==> config.mk <==
export PLATFORM = sky130hd
export DESIGN_NAME = cpu_clock_enable_gen
export DESIGN_NICKNAME = d
export VERILOG_FILES = /design/src/rtl/cpu_clock_enable_gen.sv
export SDC_FILE = /design/constraint.sdc
export NUM_CORES = 1
export LEC_CHECK = 0
export CORE_MARGIN = 5
export CORE_UTILIZATION = 60
export CTS_BUF_LIST = sky130_fd_sc_hd__clkbuf_8
export CTS_CLUSTER_DIAMETER = 150
export DETAILED_ROUTE_END_ITERATION = 10
export PLACE_DENSITY = 0.84
export SLEW_MARGIN = 20
export SYNTH_ARGS = -nofsm -noshare
export SYNTH_HDL_FRONTEND = slang
export SYNTH_SLANG_ARGS = --single-unit
==> constraint.sdc <==
create_clock -name CLK_IN -period 5.1 [get_ports CLK_IN]
set_input_delay 1.53 -clock CLK_IN [delete_from_list [all_inputs] [get_ports CLK_IN]]
set_output_delay 1.53 -clock CLK_IN [all_outputs]
set_load 0.02 [all_outputs]
==> src/rtl/cpu_clock_enable_gen.sv <==
// -----------------------------------------------------------------------------
// cpu_clock_enable_gen
//
// Produces the single-cycle clock-enable pulse that advances the i281 CPU.
// The CPU runs on CLK_IN and qualifies every state update with CPU_CE, so no
// divided clock is needed.
//
// Modes:
//   free-run    : one CPU_CE pulse every RUN_DIV cycles of CLK_IN
//   single-step : one CPU_CE pulse per debounced press of STEP_BTN
//
// Ports:
//   CLK_IN      in   system clock
//   RST_N       in   asynchronous active-low reset
//   MODE_RUN    in   asynchronous switch: 1 = free-run, 0 = single-step
//   STEP_BTN    in   asynchronous, bouncy, active-high pushbutton
//   HALT        in   synchronous to CLK_IN; 1 = stop issuing enables
//   CPU_CE      out  registered one-cycle enable pulse
//   RUNNING     out  1 while the controller is in RUN
//   HALTED      out  1 while the controller is in HALTED
//   TICK_COUNT  out  number of CPU_CE pulses issued (wraps)
// -----------------------------------------------------------------------------
module cpu_clock_enable_gen #(
    parameter int unsigned RUN_DIV         = 1024,
    parameter int unsigned DEBOUNCE_CYCLES = 16,
    parameter int unsigned TICK_W          = 16
) (
    input  logic              CLK_IN,
    input  logic              RST_N,
    input  logic              MODE_RUN,
    input  logic              STEP_BTN,
    input  logic              HALT,
    output logic              CPU_CE,
    output logic              RUNNING,
    output logic              HALTED,
    output logic [TICK_W-1:0] TICK_COUNT
);

    localparam int unsigned RUN_CW = (RUN_DIV > 2) ? $clog2(RUN_DIV) : 1;
    localparam int unsigned DB_CW  = (DEBOUNCE_CYCLES > 1) ? $clog2(DEBOUNCE_CYCLES) : 1;

    localparam logic [RUN_CW-1:0] RUN_LAST = RUN_CW'(RUN_DIV - 1);
    localparam logic [DB_CW-1:0]  DB_LAST  = DB_CW'(DEBOUNCE_CYCLES - 1);

    typedef enum logic [1:0] {
        ST_STEP_IDLE     = 2'd0,
        ST_STEP_WAIT_REL = 2'd1,
        ST_RUN           = 2'd2,
        ST_HALTED        = 2'd3
    } state_t;

    // -------------------------------------------------------------------------
    // Two-flop synchronizers for the asynchronous board inputs.
    // Bit 0 = MODE_RUN, bit 1 = STEP_BTN.
    // -------------------------------------------------------------------------
    logic [1:0] async_in;
    logic [1:0] sync_out;
    logic       mode_s;
    logic       btn_s;

    assign async_in = {STEP_BTN, MODE_RUN};

    generate
        for (genvar gi = 0; gi < 2; gi++) begin : g_sync
            logic meta_q;
            logic sync_q;

            always_ff @(posedge CLK_IN or negedge RST_N) begin
                if (!RST_N) begin
                    meta_q <= 1'b0;
                    sync_q <= 1'b0;
                end else begin
                    meta_q <= async_in[gi];
                    sync_q <= meta_q;
                end
            end

            assign sync_out[gi] = sync_q;
        end
    endgenerate

    assign mode_s = sync_out[0];
    assign btn_s  = sync_out[1];

    // -------------------------------------------------------------------------
    // Debounce: btn_db follows btn_s only after DEBOUNCE_CYCLES consecutive
    // disagreeing samples. Any agreeing sample restarts the count.
    // -------------------------------------------------------------------------
    logic [DB_CW-1:0] db_cnt_q, db_cnt_d;
    logic             btn_db_q, btn_db_d;
    logic             btn_db_prev_q;
    logic             press;

    always_comb begin
        db_cnt_d = '0;
        btn_db_d = btn_db_q;
        if (btn_s != btn_db_q) begin
            if (db_cnt_q == DB_LAST) begin
                btn_db_d = btn_s;
            end else begin
                db_cnt_d = db_cnt_q + DB_CW'(1);
            end
        end
    end

    always_ff @(posedge CLK_IN or negedge RST_N) begin
        if (!RST_N) begin
            db_cnt_q      <= '0;
            btn_db_q      <= 1'b0;
            btn_db_prev_q <= 1'b0;
        end else begin
            db_cnt_q      <= db_cnt_d;
            btn_db_q      <= btn_db_d;
            btn_db_prev_q <= btn_db_q;
        end
    end

    // A press is the rising edge of the debounced level. Using the edge rather
    // than the level keeps a button held across a RUN->STEP_IDLE transition
    // from producing a spurious step.
    assign press = btn_db_q & ~btn_db_prev_q;

    // -------------------------------------------------------------------------
    // Control FSM
    // -------------------------------------------------------------------------
    state_t              state_q, state_d;
    logic [RUN_CW-1:0]   run_cnt_q, run_cnt_d;
    logic                ce_q, ce_d;
    logic [TICK_W-1:0]   tick_q, tick_d;

    always_comb begin
        state_d   = state_q;
        run_cnt_d = '0;       // counter is held at 0 outside RUN
        ce_d      = 1'b0;

        unique case (state_q)
            ST_STEP_IDLE: begin
                if (mode_s) begin
                    state_d = ST_RUN;
                end else if (press) begin
                    // The press is consumed even while halted, so releasing
                    // HALT later does not replay it.
                    state_d = ST_STEP_WAIT_REL;
                    ce_d    = ~HALT;
                end
            end

            ST_STEP_WAIT_REL: begin
                if (!btn_db_q) begin
                    state_d = ST_STEP_IDLE;
                end else if (mode_s) begin
                    state_d = ST_RUN;
                end
            end

            ST_RUN: begin
                // Mode change first, then HALT, then terminal count: a
                // terminal count coinciding with either yields no pulse.
                if (!mode_s) begin
                    state_d = ST_STEP_IDLE;
                end else if (HALT) begin
                    state_d = ST_HALTED;
                end else if (run_cnt_q == RUN_LAST) begin
                    ce_d = 1'b1;
                end else begin
                    run_cnt_d = run_cnt_q + RUN_CW'(1);
                end
            end

            ST_HALTED: begin
                // Only cycling the mode switch (or reset) leaves HALTED.
                if (!mode_s) begin
                    state_d = ST_STEP_IDLE;
                end
            end

            default: begin
                state_d = ST_STEP_IDLE;
            end
        endcase
    end

    assign tick_d = tick_q + {{(TICK_W-1){1'b0}}, ce_d};

    always_ff @(posedge CLK_IN or negedge RST_N) begin
        if (!RST_N) begin
            state_q   <= ST_STEP_IDLE;
            run_cnt_q <= '0;
            ce_q      <= 1'b0;
            tick_q    <= '0;
        end else begin
            state_q   <= state_d;
            run_cnt_q <= run_cnt_d;
            ce_q      <= ce_d;
            tick_q    <= tick_d;
        end
    end

    assign CPU_CE     = ce_q;
    assign RUNNING    = (state_q == ST_RUN);
    assign HALTED     = (state_q == ST_HALTED);
    assign TICK_COUNT = tick_q;

endmodule
Yosys cells after proc, flatten, opt, wreduce, memory -nomap -nowiden

Index checks and enable logic that the tools add are counted.

Logic and storage cells: 50
Register bits: 39
Input port bits: 5
Output and inout port bits: 19

Mux-type cells: 20
Equality and inequality tests: 10
Reductions and logical operators: 3
Add/subtract/negate cells: 3
Bitwise gates (word level): 3

Operators by type and width:

| cell                                                | number |
|---|---|
| two-way mux 10 bit                                  | 4 |
| adder 16 x 1 -> 16 bit                              | 1 |
| two-way mux 2 bit                                   | 7 |
| adder 10 x 1 -> 10 bit, second input constant       | 1 |
| equality test 10 bit, second input constant         | 1 |
| != test 3 bit, second input constant                | 3 |
| two-way mux 4 bit                                   | 2 |
| one-hot mux 2 bit (4 select lines)                  | 1 |
| two-way mux 1 bit                                   | 5 |
| adder 4 x 1 -> 4 bit, second input constant         | 1 |
| equality test 2 bit, second input constant          | 2 |
| equality test 4 bit, second input constant          | 1 |
| AND reduction 4 bit                                 | 1 |
| equality test 2 x 1 -> 1 bit, second input constant | 1 |
| logical NOT 2 bit                                   | 1 |
| != test 2 bit, second input constant                | 1 |
| inverter 1 bit                                      | 2 |
| one-hot mux 1 bit (2 select lines)                  | 1 |
| AND reduction 2 bit                                 | 1 |
| AND 1 bit                                           | 1 |
| != test 1 bit                                       | 1 |

Longest topological paths before layout

Word-level depth: 6
Gate-level depth with buffers: 10
Mapped depth without buffers: 10

Least setup slack after synthesis

OpenSTA, ideal clock, no wires.

Path kind: input-to-reg
Start: input port HALT
End: register tick_q[8] (netlist: TICK_COUNT[8])
Library setup time: 131 ps
Stages: 9
Required time: 4,969 ps
Path slack: 1,936 ps
Path buffers: 0
Data arrival time: 3,033 ps
Path through: nor2_1 nand3_1 o21ai_0 ha_1 ha_1 nand3_1 nor2_1 nand3_1 xnor2_1

Longest elaborated chain between the ends: 5
Elaborated cells on any way between the ends: 7
Classes of those cells: 1 x add/sub; 5 x mux; 1 x bitwise

Ends and longest elaborated chain:

| what                                   | RTL line | source |
|---|---|---|
| from (decl)                            | 32       | `input logic HALT,` |
| inverter 1 bit                         | 144      | `ce_d = ~HALT;` |
| two-way mux 1 bit                      | 140      | `end else if (press) begin` |
| two-way mux 1 bit                      | 138      | `if (mode_s) begin` |
| one-hot mux 1 bit (2 select lines) (*) | 136      | `unique case (state_q)` |
| net ce_d                               | 128      | `logic ce_q, ce_d;` |
| adder 16 x 1 -> 16 bit (*)             | 183      | `assign tick_d = tick_q + {{(TICK_W-1){1'b0}}, ce_d};` |
| net tick_d[8]                          | 129      | `logic [TICK_W-1:0] tick_q, tick_d;` |
| to (signal assigned)                   | 195      | `tick_q <= tick_d;` |
| to (decl)                              | 129      |  |

Mark *: on every way through the listed nets, which the timed path passes. The rest lies on a longest branch.
A chain may end at the register's enable or synchronous reset.

Final worst setup path

Ends and elaborated chain as after synthesis.

==> metrics.cfg <==
[hold_path]
hp-class = reg2reg

[critical_path]
path_buf_inv = 1
slowest_delay_ps = 420
path_class = in2reg
crit_chain = clkdlybuf4s50_1 > nor2_1 > nand3_1 > o21ai_0 > ha_1 > ha_1 > nand3_1 > nor2_1 > nand3_1 > xnor2_1
arrival_ps = 3820
critPathSlowestCell = clkdlybuf4s50_1
crit_path_end_kind = flop
crit_family = simple AND/OR/NAND/NOR gates
path_max_fanout = 7
worstSetupStartpointType = primary input
worstPathRequired_ps = 5280
cpMostUsedCell = nand3_1

[synth]
ys_warn_count = 0
syn-instance-count = 142
yosys.cell_types.count = 29
synth_edf_count = 0
ys_top_cells_by_area = dfrtp_1 59%, xnor2_1 7.5%, xor2_1 4.3%, ha_1 3.8%, nor2_1 3.2%
ys.flop_type = dfrtp_1
syn-num-nets = 152
synth_common_cells = 39 x dfrtp_1, 14 x nor2_1, 14 x xnor2_1
avgSynthCellArea_sq_um = 11.6
synth_most_common_cell = dfrtp_1
syn_area_sq_mm = 0.00164
yosysTopAreaCellShare = 0.595
ys_ff_latch = 39
synth_seq_area_share = 0.595
synth_area_leader_cell = dfrtp_1
synth-async-reset-ratio = 1.00

[sta]
rsz0062_at_grt = no
setup_viol = 0
finalCriticalPeriod_ps = 3640
skew_ps = 6.15
slew_headroom = 0.443
fmax_ghz = 0.275
worstMarginPinSlew_ps = 836
finalHoldViolCount = 0
fin_crit_sh = 0.714
report.final.slew_viol_count = 0
tns_ps = 0

[drt]
viasPerCell = 5.67
first_pass_iters = 5
drtAntennaViolNets = 0
wl_um = 3300
drt_iter0_drc = 51
drc = 0
dr_total_vias = 1152
wire_per_inst_um = 16.3

[power]
pwr-share-clk = 0.417
power.switching_uw = 118
p_leak_nw = 0.896
combPwrFrac = 0.035
internal_power_uw = 463
vdd_drop_max_v = 0.000258
p_seq_frac = 0.548
p_per_area_mw_per_mm2 = 289
p_sw_frac = 0.203

[final_layout]
num_antenna_cells = 0
nFillCells = 176
nets = 182
final_design_area_no_fill_sq_mm = 0.00201
drive_gt1_frac = 0.0756
syn2layout_area_growth_pct = 22.3

[clock_tree]
ctsHoldBuffers = 0
insertion_delay_ps = 290
postCtsSetupBuffers = 0
cts_sinks = 39
cts_tree = yes
clk_pin_slew_ps = 70
cts_resized = 0
cts_max_path_buffers = 2
root_buffer = clkbuf_8
htreeDepth = 2
cts_buffers = 5

[floorplan]
pin_count = 24
rows = 19
start_util = 0.611
fp.dieArea_sq_mm = 0.00388
core_sq_mm = 0.00269
die_h_um = 62.3
die_width_um = 62.3

[placed_design]
port_buffers = 23
place_area_sq_mm = 0.00191
hpwlAfterDp_um = 2260
gp_congestion = 0.808

[global_routing]
grt_pass1_vias = 1257
overflow = 0
antenna_found_initial = 0
grt_start_max_net_pins = 40
grt_pass1_wl_um = 5860
grt_usage = 0.191

[flow_run]
cap_viol_max_count = 0

[status]
status = finished clean

==> metal layers <==
layer,GRT usage,share of wire,up-vias
met3,0.0703,0.055,7
met1,0.222,0.42,563
met2,0.306,0.50,38
li1,-,-,544
met4,0.0981,0.024,0
met5,0,0,-
==> final cells by class <==
| class | count | area, sq um | area share |
|---|---|---|---|
| multi-input cells | 99 | 651 | 0.324 |
| repair buffers | 23 | 225 | 0.112 |
| well taps | 31 | 38.8 | 0.0193 |
| clock inverters | 2 | 33.8 | 0.0168 |
| clock buffers | 5 | 68.8 | 0.0343 |
| flip-flops and latches | 39 | 976 | 0.486 |
| inverters | 4 | 15.0 | 0.00748 |
==> flip-flops by register name, summed over array words and instances (netlist names) <==
register / flops
db_cnt_q: 4
CPU_CE: 1
run_cnt_q: 10
btn_db_prev_q: 1
state_q: 2
TICK_COUNT: 16
btn_s: 1
g_sync.meta_q: 2
btn_db_q: 1
g_sync.sync_q: 1
==> cells by family after synthesis <==
kind of cell,Yosys count,share of synthesized area
xor+xnor,22,0.117
compound gates,12,0.0442
simple gates,59,0.190
buf+inv,4,0.00914
mux,1,0.00686
fa+ha+maj,5,0.0381
flops,39,0.595
==> power groups by stage <==
| stage | sequential, mW | combinational [mW] | clock [mW] |
|---|---|---|---|
| floorplan | 0.323 | 0.00839 | 0 |
| global placement | 0.324 | 0.0196 | 0 |
| detailed placement | 0.324 | 0.0209 | 0 |
| CTS | 0.318 | 0.0210 | 0.251 |
| global route | 0.319 | 0.0238 | 0.265 |
| finish | 0.318 | 0.0203 | 0.242 |
==> path summary, 6_finish.rpt <==
check	start	to	slack [ps]	depth (start not counted)
setup reg to reg	run_cnt_q[0]	TICK_COUNT[8]	2560	10
setup / recovery	HALT	TICK_COUNT[8]	1460	10
max in group asynchronous	RST_N	TICK_COUNT[11]	3230	1
hold / removal	g_sync[1].meta_q	btn_s	350	0
min in group asynchronous	RST_N	run_cnt_q[3]	1340	1
hold reg to reg	g_sync[1].meta_q	btn_s	350	0
==> layout by cell type (no fill, tap or decap), drive strengths merged, types with 2 or more instances in the layout <==
master / count
dfrtp: 39
clkdlybuf4s50: 22
nor2: 14
xnor2: 14
nand2: 13
nand3: 11
xor2: 8
nand4: 5
inv: 5
ha: 5
clkbuf: 5
o21ai: 4
and3: 4
nor3: 3
a21oi: 3
nor2b: 2
a31oi: 2
==> metrics by stage <==
stage / worst slack, ps / std cells / utilization / power, mW / hold WS [ps]
after global placement: 1340 / 196 / 0.709 / 0.343 / 335
final: 1460 / 203 / 0.748 / 0.581 / 351
after floorplan: 1940 / 142 / - / 0.332 / 331
after CTS: 1480 / 203 / 0.748 / 0.590 / 353
after global routing: 1260 / 203 / 0.748 / 0.607 / 367
after detailed placement: 1190 / 196 / 0.709 / 0.345 / 337
==> worst register-to-register path, stage by stage (launching register included) <==
cell and delay (ps):
dfrtp_1 370, ha_1 210, and4_2 290, nand4_1 170, o21ai_0 260, ha_1 290
ha_1 180, nand3_1 140, nor2_1 250, nand3_1 130, xnor2_1 140
(Power assumes the default switching activity.)
